$ cat src/rtl/bsort_run_sequencer_if.sv
// bsort_run_sequencer_if
// Groups the accelerator slave memory port (channel 0 used) and the readback
// stream into one bundle.
//   master : the run sequencer. It drives the S_* request lines and the rb_*
//            stream, and receives the read data, DataRdy and rb_ready.
//   slave  : the environment, i.e. the accelerator memory port plus the stream sink.
interface bsort_run_sequencer_if;
  logic [1:0]   S_oe_ram;
  logic [1:0]   S_we_ram;
  logic [17:0]  S_addr_ram;
  logic [127:0] S_Wdata_ram;
  logic [13:0]  S_data_ram_size;
  logic [127:0] Sout_Rdata_ram;
  logic [1:0]   Sout_DataRdy;
  logic         rb_valid;
  logic         rb_ready;
  logic [31:0]  rb_data;
  logic [7:0]   rb_index;

  modport master (
    output S_oe_ram, S_we_ram, S_addr_ram, S_Wdata_ram, S_data_ram_size,
    output rb_valid, rb_data, rb_index,
    input  Sout_Rdata_ram, Sout_DataRdy, rb_ready
  );

  modport slave (
    input  S_oe_ram, S_we_ram, S_addr_ram, S_Wdata_ram, S_data_ram_size,
    input  rb_valid, rb_data, rb_index,
    output Sout_Rdata_ram, Sout_DataRdy, rb_ready
  );
endinterface

$ cat src/rtl/bsort_run_sequencer.sv
// bsort_run_sequencer
// Run controller for the HLS `main` sort accelerator. It does the following:
//   - pulses start_port for one cycle and counts cycles until done_port;
//   - reads RB_WORDS result words back over the channel-0 slave read port;
//   - streams the result words out on a valid/ready interface.
// Ports:
//   clock, reset          : clock, and an asynchronous active-low reset
//   cmd_start / cmd_busy  : launch request, and busy while a run is active
//   start_port, done_port : accelerator start and done handshake
//   bus (master)          : slave memory read port plus the rb_* readback stream
//   run_cycles            : cycle count of the last run (the start cycle counts as 1)
//   status_*              : sticky outcome flags, cleared by the next accepted start
// Every output comes straight from a flop. The output flops are loaded from
// the next-state decode, so each output changes on the same edge as the FSM.
module bsort_run_sequencer #(
  parameter int unsigned TIMEOUT_CYCLES = 200000000,
  parameter int unsigned RB_WORDS       = 32,
  parameter int unsigned RB_BASE        = 0,
  parameter int unsigned RB_RDY_LIMIT   = 16
) (
  input  logic                         clock,
  input  logic                         reset,
  input  logic                         cmd_start,
  output logic                         cmd_busy,
  output logic                         start_port,
  input  logic                         done_port,
  bsort_run_sequencer_if.master        bus,
  output logic [31:0]                  run_cycles,
  output logic                         status_done,
  output logic                         status_timeout,
  output logic                         status_rberr
);

  localparam logic [31:0] TO_LIM   = 32'(TIMEOUT_CYCLES);
  localparam logic [7:0]  LAST_IDX = 8'(RB_WORDS - 1);
  localparam logic [8:0]  BASE     = 9'(RB_BASE);
  localparam logic [31:0] RDY_LAST = 32'(RB_RDY_LIMIT - 1);

  typedef enum logic [2:0] {
    IDLE, START, WAIT_DONE, RB_REQ, RB_OUT, FINISH, TIMEOUT, RBERR
  } state_t;

  state_t      state, state_nxt;
  logic        rdy, hs, last;
  logic [31:0] cyc_inc;
  logic [8:0]  rd_addr, rd_addr_nxt;
  logic [7:0]  widx;
  logic [31:0] wcnt;
  logic        oe_q, rb_valid_q;
  logic [8:0]  addr_q;
  logic [6:0]  size_q;
  logic [31:0] rb_data_q;
  logic [7:0]  rb_index_q;
  logic        unused_ok;

  assign rdy     = bus.Sout_DataRdy[0];
  assign hs      = (state == RB_OUT) && bus.rb_ready;
  assign last    = (widx == LAST_IDX);
  assign cyc_inc = run_cycles + 32'd1;

  // Only channel 0 and the low read-data word are used.
  assign unused_ok = ^{bus.Sout_Rdata_ram[127:32], bus.Sout_DataRdy[1]};

  assign bus.S_oe_ram        = {1'b0, oe_q};
  assign bus.S_we_ram        = 2'b00;
  assign bus.S_addr_ram      = {9'd0, addr_q};
  assign bus.S_Wdata_ram     = '0;
  assign bus.S_data_ram_size = {7'd0, size_q};
  assign bus.rb_valid        = rb_valid_q;
  assign bus.rb_data         = rb_data_q;
  assign bus.rb_index        = rb_index_q;

  always_ff @(posedge clock or negedge reset) begin
    if (!reset) state <= IDLE;
    else        state <= state_nxt;
  end

  always_comb begin
    state_nxt = state;
    case (state)
      IDLE:      if (cmd_start) state_nxt = START;
      // The start cycle already counts as 1, so a limit of 1 ends the run here.
      START:     if (done_port)           state_nxt = RB_REQ;
                 else if (TO_LIM <= 32'd1) state_nxt = TIMEOUT;
                 else                     state_nxt = WAIT_DONE;
      // If done arrives on the cycle that reaches the limit, done wins.
      WAIT_DONE: if (done_port)             state_nxt = RB_REQ;
                 else if (cyc_inc >= TO_LIM) state_nxt = TIMEOUT;
      RB_REQ:    if (rdy)                   state_nxt = RB_OUT;
                 else if (wcnt >= RDY_LAST) state_nxt = RBERR;
      RB_OUT:    if (bus.rb_ready) state_nxt = last ? FINISH : RB_REQ;
      FINISH, TIMEOUT, RBERR: state_nxt = IDLE;
      default:   state_nxt = IDLE;
    endcase
  end

  // The read address rewinds to the base while idle and advances by one word
  // on each readback handshake.
  always_comb begin
    rd_addr_nxt = rd_addr;
    if (state == IDLE) rd_addr_nxt = BASE;
    else if (hs)       rd_addr_nxt = rd_addr + 9'd4;
  end

  always_ff @(posedge clock or negedge reset) begin
    if (!reset) begin
      start_port     <= 1'b0;
      cmd_busy       <= 1'b0;
      oe_q           <= 1'b0;
      addr_q         <= '0;
      size_q         <= '0;
      rd_addr        <= '0;
      widx           <= '0;
      wcnt           <= '0;
      rb_valid_q     <= 1'b0;
      rb_data_q      <= '0;
      rb_index_q     <= '0;
      run_cycles     <= '0;
      status_done    <= 1'b0;
      status_timeout <= 1'b0;
      status_rberr   <= 1'b0;
    end else begin
      start_port <= (state_nxt == START);
      cmd_busy   <= state_nxt inside {START, WAIT_DONE, RB_REQ, RB_OUT};
      oe_q       <= (state_nxt == RB_REQ);
      addr_q     <= (state_nxt == RB_REQ) ? rd_addr_nxt : 9'd0;
      size_q     <= (state_nxt == RB_REQ) ? 7'd32 : 7'd0;
      rb_valid_q <= (state_nxt == RB_OUT);
      rd_addr    <= rd_addr_nxt;
      // Per-request DataRdy wait counter; it is zero on the first RB_REQ cycle.
      wcnt       <= (state == RB_REQ) ? wcnt + 32'd1 : 32'd0;

      case (state)
        IDLE: begin
          widx <= '0;
          if (cmd_start) begin
            run_cycles     <= '0;
            status_done    <= 1'b0;
            status_timeout <= 1'b0;
            status_rberr   <= 1'b0;
          end
        end
        START:     run_cycles <= 32'd1;
        WAIT_DONE: run_cycles <= (state_nxt == TIMEOUT) ? TO_LIM : cyc_inc;
        RB_REQ: begin
          if (rdy) rb_data_q <= bus.Sout_Rdata_ram[31:0];
          // On a DataRdy timeout, rb_index records the word that failed.
          if (rdy || state_nxt == RBERR) rb_index_q <= widx;
        end
        RB_OUT: if (bus.rb_ready && !last) widx <= widx + 8'd1;
        default: ;
      endcase

      if (state_nxt == FINISH)  status_done    <= 1'b1;
      if (state_nxt == TIMEOUT) status_timeout <= 1'b1;
      if (state_nxt == RBERR)   status_rberr   <= 1'b1;
    end
  end

endmodule

$ cat src/flat_wrapper.sv
// flat-port wrapper written by rule: the top's interface ports become plain ports
module bsort_run_sequencer_flat 
#(
  parameter int unsigned TIMEOUT_CYCLES = 200000000,
  parameter int unsigned RB_WORDS       = 32,
  parameter int unsigned RB_BASE        = 0,
  parameter int unsigned RB_RDY_LIMIT   = 16
)
  (clock, reset, cmd_start, cmd_busy, start_port, done_port, run_cycles, status_done, status_timeout, status_rberr, bus_S_oe_ram, bus_S_we_ram, bus_S_addr_ram, bus_S_Wdata_ram, bus_S_data_ram_size, bus_rb_valid, bus_rb_data, bus_rb_index, bus_Sout_Rdata_ram, bus_Sout_DataRdy, bus_rb_ready);
  bsort_run_sequencer_if bus_i ();
  input  logic clock;
  input  logic reset;
  input  logic cmd_start;
  output logic cmd_busy;
  output logic start_port;
  input  logic done_port;
  output logic [31:0] run_cycles;
  output logic status_done;
  output logic status_timeout;
  output logic status_rberr;
  output wire logic [$bits(bus_i.S_oe_ram)-1:0] bus_S_oe_ram;
  output wire logic [$bits(bus_i.S_we_ram)-1:0] bus_S_we_ram;
  output wire logic [$bits(bus_i.S_addr_ram)-1:0] bus_S_addr_ram;
  output wire logic [$bits(bus_i.S_Wdata_ram)-1:0] bus_S_Wdata_ram;
  output wire logic [$bits(bus_i.S_data_ram_size)-1:0] bus_S_data_ram_size;
  output wire logic [$bits(bus_i.rb_valid)-1:0] bus_rb_valid;
  output wire logic [$bits(bus_i.rb_data)-1:0] bus_rb_data;
  output wire logic [$bits(bus_i.rb_index)-1:0] bus_rb_index;
  input wire logic [$bits(bus_i.Sout_Rdata_ram)-1:0] bus_Sout_Rdata_ram;
  input wire logic [$bits(bus_i.Sout_DataRdy)-1:0] bus_Sout_DataRdy;
  input wire logic [$bits(bus_i.rb_ready)-1:0] bus_rb_ready;
  assign bus_S_oe_ram = bus_i.S_oe_ram;
  assign bus_S_we_ram = bus_i.S_we_ram;
  assign bus_S_addr_ram = bus_i.S_addr_ram;
  assign bus_S_Wdata_ram = bus_i.S_Wdata_ram;
  assign bus_S_data_ram_size = bus_i.S_data_ram_size;
  assign bus_rb_valid = bus_i.rb_valid;
  assign bus_rb_data = bus_i.rb_data;
  assign bus_rb_index = bus_i.rb_index;
  assign bus_i.Sout_Rdata_ram = bus_Sout_Rdata_ram;
  assign bus_i.Sout_DataRdy = bus_Sout_DataRdy;
  assign bus_i.rb_ready = bus_rb_ready;
  bsort_run_sequencer #(.TIMEOUT_CYCLES(TIMEOUT_CYCLES), .RB_WORDS(RB_WORDS), .RB_BASE(RB_BASE), .RB_RDY_LIMIT(RB_RDY_LIMIT)) u_core (.clock(clock), .reset(reset), .cmd_start(cmd_start), .cmd_busy(cmd_busy), .start_port(start_port), .done_port(done_port), .bus(bus_i), .run_cycles(run_cycles), .status_done(status_done), .status_timeout(status_timeout), .status_rberr(status_rberr));
endmodule
$ cat config.mk
export PLATFORM = sky130hd
export DESIGN_NAME = bsort_run_sequencer_flat
export DESIGN_NICKNAME = d
export VERILOG_FILES = /design/src/rtl/bsort_run_sequencer_if.sv /design/src/rtl/bsort_run_sequencer.sv /design/src/flat_wrapper.sv
export SDC_FILE = /design/constraint.sdc
export NUM_CORES = 1
export LEC_CHECK = 0
export ABC_AREA = 1
export BUFFER_PORTS_ARGS = -buffer_cell sky130_fd_sc_hd__buf_2
export CAP_MARGIN = 10
export CORE_AREA = 4 4 143 145
export DETAILED_ROUTE_END_ITERATION = 10
export DIE_AREA = 0 0 147 149
export HOLD_SLACK_MARGIN = 0.02
export PLACE_DENSITY_LB_ADDON = 0.25
export RECOVER_POWER = 100
export SLEW_MARGIN = 20
export SYNTH_ARGS = -nofsm -noshare
export SYNTH_HDL_FRONTEND = slang
export SYNTH_SLANG_ARGS = --single-unit
$ cat constraint.sdc
create_clock -name clock -period 5.1 [get_ports clock]
set_clock_uncertainty 0.15 [all_clocks]
set_input_delay 0.765 -clock clock [delete_from_list [all_inputs] [get_ports clock]]
set_output_delay 0.765 -clock clock [all_outputs]
set_load 0.03 [all_outputs]
# Yosys cells after proc, flatten, opt, wreduce, memory -nomap -nowiden
# Cells that the tools add are included.
dict set report word_totals {
  reg_bits 147
  input_bits 135
  output_inout_bits 242
  elab_cells 85
}
dict set report op_classes {
  n_addsub 4
  order_cmp 2
  eq_ne 17
  n_mux 24
  reduce_logical 22
}
# cell count
set ops {}
lappend ops {{two-way mux 32 bit} 3}
lappend ops {{one-hot mux 32 bit (3 select lines)} 1}
lappend ops {{adder 32 x 1 -> 32 bit, second input constant} 2}
lappend ops {{greater-or-equal comparator 32 x 28 -> 1 bit, second input constant} 1}
lappend ops {{greater-or-equal comparator 32 x 4 -> 1 bit, second input constant} 1}
lappend ops {{two-way mux 9 bit} 3}
lappend ops {{== test 3 bit, second input constant} 8}
lappend ops {{two-way mux 3 bit} 7}
lappend ops {{one-hot mux 3 bit (6 select lines)} 1}
lappend ops {{one-hot mux 8 bit (2 select lines)} 1}
lappend ops {{AND reduction 2 bit} 7}
lappend ops {{nonzero test 2 bit} 7}
lappend ops {{== test 3 x 2 -> 1 bit, second input constant} 4}
lappend ops {{adder 9 x 3 -> 9 bit, second input constant} 1}
lappend ops {{adder 8 x 1 -> 8 bit, second input constant} 1}
lappend ops {{== test 8 x 5 -> 1 bit, second input constant} 1}
lappend ops {{two-way mux 8 bit} 1}
lappend ops {{== test 3 x 1 -> 1 bit, second input constant} 2}
lappend ops {{two-way mux 1 bit} 6}
lappend ops {{two-way mux 6 bit} 1}
lappend ops {{inequality test 2 bit, second input constant} 2}
lappend ops {{nonzero test 4 bit} 1}
lappend ops {{logical NOT 3 bit} 1}
lappend ops {{nonzero test 3 bit} 1}
lappend ops {{other kinds (4)} 5}

# Logic depth before layout (Yosys ltp)
# Gate-level depths: netlist (run 1).
dict set report depth {
  ltp_word 8
  ltp_mapped 19
  ltp_nobuf 18
}

# Worst setup path before layout (run 1)
# Ideal clock, no wire load.
dict set report synth_timing {
  kind {register to register}
  from {register u_core.run_cycles[0]}
  to {register u_core.run_cycles[19]}
  setup_ns 0.117
  arrival_ns 2.196
  required_time_ns 4.833
  slack_ns 2.637
  stages_incl_launch_ff 18
  path_buffers 1
  period_less_slack_ns 2.463
  path_cell_list {dfrtp_1 -> ha_1 -> nand2_1 -> nor2_2 -> nand2_2 -> nor2_4 -> nand2_1 -> nand2_1 -> nand2_1 -> nor2_1 -> nand3_1 -> nor2_1 -> nand2_2 -> nand2_4 -> buf_6 -> nand2_1 -> nand2_1 -> nand2_1}
}
dict set report synth_between {
  elab_chain_cells 8
}
# item line_no
set synth_lines {}
lappend synth_lines {{from (decl)} bsort_run_sequencer.sv:28} ;# output logic [31:0] run_cycles,
lappend synth_lines {{from (signal assigned)} bsort_run_sequencer.sv:144} ;# WAIT_DONE: run_cycles <= (state_nxt == TIMEOUT) ? TO_LIM : cyc_inc;
lappend synth_lines {{adder 32 x 1 -> 32 bit (*)} bsort_run_sequencer.sv:59} ;# assign cyc_inc = run_cycles + 32'd1;
lappend synth_lines {{greater-or-equal comparator 32 x 28 -> 1 bit} bsort_run_sequencer.sv:88} ;# else if (cyc_inc >= TO_LIM) state_nxt = TIMEOUT;
lappend synth_lines {{two-way mux 3 bit} bsort_run_sequencer.sv:88}
lappend synth_lines {{two-way mux 3 bit} bsort_run_sequencer.sv:87} ;# WAIT_DONE: if (done_port) state_nxt = RB_REQ;
lappend synth_lines {{one-hot mux 3 bit (6 select lines)} bsort_run_sequencer.sv:80} ;# case (state)
lappend synth_lines {{== test 3 bit} bsort_run_sequencer.sv:144}
lappend synth_lines {{two-way mux 32 bit (*)} bsort_run_sequencer.sv:144}
lappend synth_lines {{one-hot mux 32 bit (3 select lines) (*)} bsort_run_sequencer.sv:133} ;# case (state)
# Mark *: on every way between the ends. The rest lies on a longest branch, timed or not.
# A chain may end at the register's enable or synchronous reset.

# Worst setup path in the final report (run 1)
dict set report layout_timing {
  from {register u_core.run_cycles[0]}
  to {register u_core.cmd_busy}
}
dict set report layout_between {
  elab_chain_cells 7
  word_cells_on_any_way 10
  classes_between {add/sub (1); order compare (1); eq/ne (4); mux (3); reduce/logical (1)}
}
# item line_no
set layout_lines {}
lappend layout_lines {{adder 32 x 1 -> 32 bit (*)} bsort_run_sequencer.sv:59}
lappend layout_lines {{greater-or-equal comparator 32 x 28 -> 1 bit (*)} bsort_run_sequencer.sv:88}
lappend layout_lines {{two-way mux 3 bit (*)} bsort_run_sequencer.sv:88}
lappend layout_lines {{two-way mux 3 bit (*)} bsort_run_sequencer.sv:87}
lappend layout_lines {{one-hot mux 3 bit (6 select lines) (*)} bsort_run_sequencer.sv:80}
lappend layout_lines {{via u_core.state_nxt[2]} bsort_run_sequencer.sv:43} ;# state_t state, state_nxt;
lappend layout_lines {{== test 3 x 1 -> 1 bit, or another cell as far along} bsort_run_sequencer.sv:124} ;# cmd_busy <= state_nxt inside {START, WAIT_DONE, RB_REQ, RB_OUT};
lappend layout_lines {{nonzero test 4 bit (*)} bsort_run_sequencer.sv:124}
lappend layout_lines {{to (signal assigned)} bsort_run_sequencer.sv:124}
lappend layout_lines {{to (decl)} bsort_run_sequencer.sv:24} ;# output logic cmd_busy,
# Mark *: on every way through the listed nets, which the timed path passes. The rest lies on a longest branch.

==> results of run 1 <==
metal layers:
metal	wire, um	vias up	share of wire, %
li1	-	3470	-
met1	8540	3224	45
met3	1010	38	5.3
met4	432	0	2.3
met5	0	-	0
met2	9130	215	48
critical path, stage by stage (launching register included):
cell and delay, ps:
dfrtp_1 480, ha_1 260, nand2_1 80, nor2_2 160, nand2_2 110, nor2_4 190
nand2_1 70, nand2_1 50, nand2_1 60, nor2_1 200, nand3_1 120, nor2_1 120
nand2_1 80, nand2_1 930, nand2_1 320, nand2_1 170, nand2_1 60
through the flow:
stage / hold slack, ps / instance area [um2] / cells / utilization (%) / power, mW
final: 315 / 9030 / 1528 / 47.0 / 3.80
after global routing: 327 / 9030 / 1528 / 47.0 / 4.03
after CTS: 318 / 9180 / 1528 / 47.8 / 3.90
after detailed placement: 303 / 8620 / 1496 / 44.9 / 2.69
after global placement: 299 / 8620 / 1496 / 44.9 / 2.67
after floorplan: 281 / 8860 / 1274 / - / 2.41
power breakdown:
part / internal [mW] / switching (mW)
clock network: 0.691 / 0.497
registers: 1.28 / 0.104
logic: 0.238 / 0.987
total: 2.21 / 1.59
state kept, by name, indices dropped and copies added, names as in the netlist, 3 cells and up:
register,cells
u_core.bus.rb_index,8
u_core.rd_addr,9
u_core.widx,8
u_core.state,3
u_core.bus.rb_data,32
u_core.addr_q,9
u_core.wcnt,32
u_core.run_cycles,32
final cells by class:
cell class / instances / area (um2)
fill: 2032 / 10200
multi-input combinational: 858 / 3710
sequential: 140 / 3500
timing repair buffer: 131 / 551
clock buffer: 21 / 450
inverter: 102 / 383
tap: 265 / 332
clock inverter: 11 / 109
cells by family (layout without fill, tap and decap cells):
| kind of cell | after synthesis | after routing |
|---|---|---|
| simple gates | 622 | 622 |
| buf+inv | 276 | 265 |
| flops | 140 | 140 |
| compound gates | 65 | 65 |
| xor+xnor | 14 | 14 |
| fa+ha+maj | 4 | 4 |
| other cells | 1 | 153 |
Yosys cell counts, drive strengths merged (4+ instances only):
cell type and instances:
a21oi 25, buf 160, clkbuf 14, dfrtp 140, ha 4, inv 102, nand2 376, nand3 53
nand3b 5, nand4 18, nor2 124, nor3 27, nor4 15, o21ai 30, xnor2 9, xor2 5
worst min path at each step:
stage / slack [ps] / cells past startpoint / startpoint / end
finish: 310 / 2 / u_core.rd_addr[1]$_DFF_PN0_ / u_core.rd_addr[1]$_DFF_PN0_
global route: 330 / 1 / u_core.wcnt[0]$_DFF_PN0_ / u_core.wcnt[0]$_DFF_PN0_
CTS: 320 / 2 / u_core.rd_addr[1]$_DFF_PN0_ / u_core.rd_addr[1]$_DFF_PN0_
detailed placement: 300 / 2 / u_core.bus.rb_data[12]$_DFFE_PN0P_ / u_core.bus.rb_data[12]$_DFFE_PN0P_
global placement: 300 / 2 / u_core.bus.rb_data[11]$_DFFE_PN0P_ / u_core.bus.rb_data[11]$_DFFE_PN0P_
floorplan: 280 / 2 / u_core.rd_addr[0]$_DFF_PN0_ / u_core.rd_addr[0]$_DFF_PN0_
==> impl_metrics.toml, run 1 <==
[setup_path]
worstSetupPathType = "flip-flop to flip-flop"
worstSetupEndpoint = "u_core.cmd_busy$_DFF_PN0_"
rr_endpoint = "u_core.cmd_busy$_DFF_PN0_"
worst_ep_required_time_ps = 5260
start_kind = "flip-flop"
cp-startpoint = "u_core.run_cycles[0]$_DFFE_PN0P_"
reg2reg_from = "u_core.run_cycles[0]$_DFFE_PN0P_"
r2r_slack_ps = 1380
end_kind = "flip-flop"
cp_max_fo = 36
worstRegToRegCells = 16
cp.arrival_ps = 3880

[floorplanning]
fp.dieH_um = 149
start_util_pct = 43.2
die_x_um = 147
rows = 51
dieArea_mm2 = 0.0219
io-pin-count = 377
placeableCoreArea_mm2 = 0.0192

[min_path]
min_path_type = "flip-flop to flip-flop"

[clock_network]
cts_setup_buffers = 0
cts_buffers = 17
cts_max_path_buffers = 2
h-tree-depth = 4
clk_latency_ps = 420
root_buffer = "clkbuf_16"
cts_hold_buf = 0
cts_tree = "yes"
cts_resized = 0
clk_pin_slew_ps = 60
cts_sinks = 140

[global_route]
grt_overflow = 0
grt_first_pass_wirelength_um = 31200
antenna_found_initial = 0
grt_pass1_vias = 6385
met3_usage_pct = 3.46
use_met2_pct = 27.7
met1_usage_pct = 23.5
track_usage_pct = 17.3
busiest_layer = "met2"
grt_max_degree = 103

[pwr]
p_leak_nw = 4.56
power_density_mw_per_mm2 = 421
ir_drop_uv = 256

[timing]
relSlewSlack_pct = -70.6
timing.fmax_mhz = 269
period_minus_slack_ps = 3720
period_share_pct = 73.0
worst_slew_pin_slew_ps = 2560
setup_viol = 0
rsz0062_at_grt = "false"
setup_ws_ps = 1380
final.setup.tns_ps = 0
final_max_slew_viol_count = 103
hold_viol = 0

[outcome]
status = "finished, violations left"
violations = "capacitance limit, slew limit"

[drt]
ant_nets = 0
drtPass1Iterations = 5
vias_per_cell = 4.55
drc = 0
vias = 6947
drt_iter0_drc = 440
wl_per_cell_um = 12.5
totalWireLength_um = 19100

[flow_run]
maxCapViolations = 1

[synth]
yosysWarnings = 0
synthArstFlopShare_pct = 100
syn_inst = 1122
syn-cell-area_mm2 = 0.00829
synth-compound-area-share_pct = 4.19
yosysTopAreaCellShare_pct = 42.3
synth_top_family_by_area = "simple AND/OR/NAND/NOR gates"
synth.distinct_cells = 39
synth_top_area_cell = "dfrtp_1"
ys_seq_area_share_pct = 42.3
synth-edff-count = 0
synth-seq-cells = 140
synthFlopType = "dfrtp_1"
synth_mux_area_share_pct = 0
synth_area_leaders = "dfrtp_1 (42%), nand2_1 (17%), buf_4 (14%)"
yosys.area_share.adder_pct = 0.604
synth.avg_cell_area_um2 = 7.39
synth_xor_area_share_pct = 1.48
synth-simple-area-share_pct = 31.6

[finish]
most-common-layout-cells = "nand2_1 (373), conb_1 (153), dfrtp_1 (140)"
nets = 1389
drive_above_1_share_pct = 6.73
layout_commonest_cell = "nand2_1"
n_antenna_cell = 0
areaGrowthSynthToFinish_pct = 8.95

[placed_design]
io_buffers = 126
hpwl_um = 14000
place_ws_ps = 2090
gp_congestion = 0.902
No activity file was read; power rests on OpenSTA's default activity.
==> run 2: changes to the inputs <==
- CORE_AREA: 4 4 143 145 -> 4 4 145 147
- DIE_AREA: 0 0 147 149 -> 0 0 149 151
- clock period: 5.1 -> 3.6 ns (I/O delays scaled with it)
==> run 2 against run 1 <==
Wire length decreased by 2.1%. Cell area increased by 0.65%. Combinational power increased by 43%. The flow still finishes with violations (capacitance limit, slew limit). Clock power increased by 45%. Fmax increased by 23%. Largest power group unchanged. Count of clock-buffer cells in the layout decreased by 2.
==> impl_metrics.toml, run 2 (synthesized netlist as in run 1, its figures left out) <==
[floorplanning]
die_x_um = 149
fp.dieH_um = 151
start_util_pct = 41.6
placeableCoreArea_mm2 = 0.0199
rows = 52
io-pin-count = 377
dieArea_mm2 = 0.0225

[outcome]
violations = "capacitance limit, slew limit"
status = "finished, violations left"

[timing]
rsz0062_at_grt = "false"
worst_slew_pin_slew_ps = 1780
holdWs_ps = 162
timing.fmax_mhz = 332
final_max_slew_viol_count = 72
period_share_pct = 83.7
final.setup.tns_ps = 0
setup_viol = 0
period_minus_slack_ps = 3010
hold_viol = 0
setup_ws_ps = 586
relSlewSlack_pct = -18.7

[placed_design]
place_ws_ps = 597
detailed_place.area_mm2 = 0.00865
io_buffers = 126
hpwl_um = 13900
gp_congestion = 0.872
placed_cells = 1504

[setup_path]
reg2reg_from = "u_core.state[2]$_DFF_PN0_"
worst_ep_required_time_ps = 3750
cp_slowest_stage_delay_ps = 630
cp.arrival_ps = 3170
r2r_slack_ps = 590
path_cells = "inv_1, nand2_1, nor2_1, clkbuf_1, inv_2, nor2_1, buf_4, inv_1, buf_4, nand2_1, nand2_1"
rr_endpoint = "u_core.bus.rb_data[5]$_DFFE_PN0P_"
crit_top_cell = "nand2_1"
worstRegToRegCells = 11
end_kind = "flip-flop"
cp_max_fo = 33
worstSetupPathType = "flip-flop to flip-flop"
start_kind = "flip-flop"
crit_slowest_cell = "clkbuf_1"

[finish]
most-common-layout-cells = "nand2_1 (371), conb_1 (153), dfrtp_1 (140)"
drive_above_1_share_pct = 7.26
seq_area_mm2 = 0.00350
fin_cells = 1537
n_antenna_cell = 0
fin_area_mm2 = 0.00909
layout_commonest_cell = "nand2_1"
multi_input_area_mm2 = 0.00371
nets = 1393
areaGrowthSynthToFinish_pct = 9.66
num-fill-cells = 2122

[drt]
vias_per_cell = 4.46
vias = 6851
totalWireLength_um = 18700
wl_per_cell_um = 12.2
ant_nets = 0
drtPass1Iterations = 5
drt_iter0_drc = 323
drc = 0

[clock_network]
clk_pin_slew_ps = 70
clk_latency_ps = 420
cts_max_path_buffers = 2
cts_buffers = 17
root_buffer = "clkbuf_16"
cts_sinks = 140
h-tree-depth = 4
cts_tree = "yes"

[global_route]
track_usage_pct = 16.5
grt_first_pass_wirelength_um = 30300
grt_overflow = 0
grt_max_degree = 72
antenna_found_initial = 0
grt_pass1_vias = 6169

[min_path]
min_path_type = "input port to flip-flop"
hp-start = "bus_Sout_Rdata_ram[2]"
hold_depth = 3
min_to = "u_core.bus.rb_data[2]$_DFFE_PN0P_"

[pwr]
ir_drop_uv = 387
power_density_mw_per_mm2 = 600
p_leak_nw = 4.60

[flow_run]
maxCapViolations = 1
run 2: area by class of cell:
cell class / instances / share of cell area, %
Clock buffer: 19 / 4.87
Sequential cell: 140 / 38.5
Multi-Input combinational cell: 858 / 40.8
Timing Repair Buffer: 135 / 6.36
Tap cell: 270 / 3.72
Inverter: 102 / 4.21
Clock inverter: 13 / 1.47
run 2: worst max-delay path, delay by kind of cell (launching register included):
family	cells	cell delay (ps)
flops	1	370
buf+inv	6	1770
simple gates	5	570
run 2: how the worst max path moves through the flow:
stage	startpoint	endpoint	slack, ps	cells after the start
6_report	u_core.state[2]$_DFF_PN0_	u_core.bus.rb_data[5]$_DFFE_PN0P_	590	11
5_1_grt	u_core.run_cycles[0]$_DFFE_PN0P_	u_core.cmd_busy$_DFF_PN0_	140	18
4_1_cts	u_core.run_cycles[0]$_DFFE_PN0P_	u_core.cmd_busy$_DFF_PN0_	600	14
3_5_place_dp	u_core.run_cycles[0]$_DFFE_PN0P_	u_core.cmd_busy$_DFF_PN0_	600	14
3_3_place_gp	u_core.run_cycles[0]$_DFFE_PN0P_	u_core.cmd_busy$_DFF_PN0_	640	14
2_1_floorplan	u_core.run_cycles[0]$_DFFE_PN0P_	u_core.run_cycles[19]$_DFFE_PN0P_	1140	17
run 2: metrics by stage:
step	total power [mW]	utilization [%]
2_1_floorplan	3.41	-
6_report	5.45	45.7
5_1_grt	5.80	45.7
3_3_place_gp	3.81	43.4
4_1_cts	5.59	46.4
3_5_place_dp	3.84	43.4
run 2: timing repair:
| item | 4_1_cts | 5_1_grt |
|---|---|---|
| hold buffers | 1 | 0 |
| gates resized for setup | 0 | 0 |
| hold endpoints to repair | 68 | 0 |
| setup buffers | 0 | 0 |
run 2: power breakdown:
part	switching [mW]	leakage (nW)	internal [mW]	total [mW]
logic	1.42	2.42	0.343	1.76
clock network	0.736	0.279	0.989	1.72
registers	0.150	1.90	1.82	1.97
total	2.31	4.60	3.15	5.45
run 2: routing by layer:
| metal | vias to the layer above | GRT usage [%] | part of all wire (%) |
|---|---|---|---|
| li1 | 3476 | - | - |
| met5 | - | 0 | 0 |
| met3 | 25 | 3.44 | 6.4 |
| met1 | 3140 | 23.0 | 45 |
| met2 | 210 | 25.8 | 47 |
| met4 | 0 | 5.45 | 1.7 |
==> run 3: changes to the inputs <==
- CORE_AREA: 4 4 145 147 -> 4 4 144 146
- DIE_AREA: 0 0 149 151 -> 0 0 148 150
- clock period: 3.6 -> 2.5 ns (I/O delays scaled with it)
==> run 3 against run 2 <==
The flow finishes with violations (capacitance limit, slew limit, setup timing). Total power increased by 53%. Wire length is 15% higher. Critical path depth up 6. Register-to-register slack worse by 630 ps. Largest cell class unchanged. Utilization rose by 7.5 points. Clock power up 61%. Sequential share of layout area shrank 4.5 points. Fmax is 18% higher. Flip-flop and latch count stayed put. Non-clock buffer count rose by 94. Setup slack got worse by 630 ps.
==> impl_metrics.toml, run 3 (synthesized netlist as in run 1, its figures left out) <==
[outcome]
status = "finished, violations left"
violations = "capacitance limit, slew limit, setup timing"

[clock_network]
clk_latency_ps = 430
cts_max_path_buffers = 2
cts_sinks = 140
root_buffer = "clkbuf_16"
cts_tree = "yes"
cts_buffers = 17
h-tree-depth = 4
clk_pin_slew_ps = 60

[finish]
fin_util_pct = 53.2
most-common-layout-cells = "nand2_1 (343), conb_1 (153), dfrtp_1 (133)"
fin_area_mm2 = 0.0103
fin_cells = 1624
areaGrowthSynthToFinish_pct = 24.4
n_antenna_cell = 0
layout_commonest_cell = "nand2_1"
nets = 1487
drive_above_1_share_pct = 16.1

[flow_run]
maxCapViolations = 1

[setup_path]
cp.arrival_ps = 2720
worst_ep_required_time_ps = 2680
worstSetupPathType = "flip-flop to flip-flop"
cp_max_fo = 8
end_kind = "flip-flop"
worstRegToRegCells = 17
start_kind = "flip-flop"

[drt]
top_layer = "met4"
totalWireLength_um = 21500
vias_per_cell = 4.54
ant_nets = 0
drtPass1Iterations = 5
met1_length_um = 8970
vias = 7369
wl_met3_um = 1300
wl_met2_um = 10900
wl_per_cell_um = 13.2
drt_iter0_drc = 368
drc = 0

[floorplanning]
start_util_pct = 42.7
rows = 51
die_x_um = 148
fp.dieH_um = 150
placeableCoreArea_mm2 = 0.0194
dieArea_mm2 = 0.0222
io-pin-count = 377

[global_route]
antenna_found_initial = 0
track_usage_pct = 18.3
grt_overflow = 0
grt_pass1_vias = 6676
grt_max_degree = 63
grt_first_pass_wirelength_um = 32700

[timing]
timing.fmax_mhz = 393
setup_ws_ps = -46.2
worst_slew_pin_slew_ps = 1530
final_max_slew_viol_count = 63
rsz0062_at_grt = "true"
setup_viol = 25
relSlewSlack_pct = -1.68
hold_viol = 0
holdWs_ps = 136
period_minus_slack_ps = 2550
period_share_pct = 102

[min_path]
min_path_type = "input port to flip-flop"
hold_depth = 3

[placed_design]
gp_congestion = 0.889
placed_cells = 1548
hpwl_um = 14900
io_buffers = 126
detailed_place.area_mm2 = 0.00906

[pwr]
p_leak_nw = 5.16
power_density_mw_per_mm2 = 809
ir_drop_uv = 639
run 3: cell types whose count changed in the layout (fill, tap and decap cells not counted), moves of 12 or more:
| cell | previous run | this run |
|---|---|---|
| buf_4 | 4 | 55 |
| nand2_2 | 4 | 23 |
| nor2_2 | 5 | 17 |
| nor2_1 | 116 | 96 |
| nand2_1 | 371 | 343 |
| dlygate4sd3_1 | 1 | 33 |
run 3: critical path: stages (launching register included):
cell	delay [ps]
dfrtp_1	400
ha_4	170
nand2_2	70
nor2_4	200
nand2_2	110
nor2_4	170
nand3_2	90
nand2_2	80
nand2_2	70
nor2_4	110
nand2_1	70
nor2_2	120
nor2_2	50
nand2_2	120
nand2_8	120
clkbuf_16	200
nand3_1	70
nand2_1	50
run 3: layout make-up:
class	count	area (um2)
flip-flops and latches	140	3510
clock buffers	19	443
fillers	1922	9080
repair buffers	229	1450
well taps	265	332
clock inverters	11	193
multi-input cells	858	4000
inverters	102	383
run 3: what timing repair did:
action,4_1_cts,5_1_grt
hold endpoints to repair,91,0
gates cloned,0,2
pin swaps,0,35
endpoints found under the setup margin,45,48
hold buffers,33,0
resized for setup,4,85
buffers inserted,0,11
run 3: stage by stage:
step                      setup WS [ps]  power [mW]  TNS (ps)
after global routing               -207        8.80    -10670
after CTS                          11.3        8.42         0
after detailed placement          -56.2        5.59      -469
after floorplan                    36.7        4.91         0
after global placement            -37.1        5.55      -302
final                             -46.2        8.35      -548
run 3: metal layers:
metal	GRT usage [%]	vias up
met5	0	-
met4	4.85	0
met3	4.27	26
met2	30.7	206
met1	23.8	3469
li1	-	3668
run 3: report_power, final:
group | internal [mW] | switching, mW | total, mW
Combinational | 0.617 | 2.12 | 2.74
Sequential | 2.62 | 0.217 | 2.83
Clock | 1.78 | 0.989 | 2.77
Total | 5.02 | 3.33 | 8.35
run 3: path summary, 6_finish.rpt:
path                       slack, ps                                 to                         startpoint
hold / removal                   140          u_core.state[0]$_DFF_PN0_                          done_port
max in group asynchronous        300   u_core.run_cycles[7]$_DFFE_PN0P_                              reset
min in group asynchronous        720          u_core.wcnt[22]$_DFF_PN0_                              reset
setup / recovery                 -50  u_core.run_cycles[30]$_DFFE_PN0P_   u_core.run_cycles[1]$_DFFE_PN0P_
setup reg to reg                 -50  u_core.run_cycles[30]$_DFFE_PN0P_   u_core.run_cycles[1]$_DFFE_PN0P_
hold reg to reg                  310  u_core.bus.rb_data[1]$_DFFE_PN0P_  u_core.bus.rb_data[1]$_DFFE_PN0P_
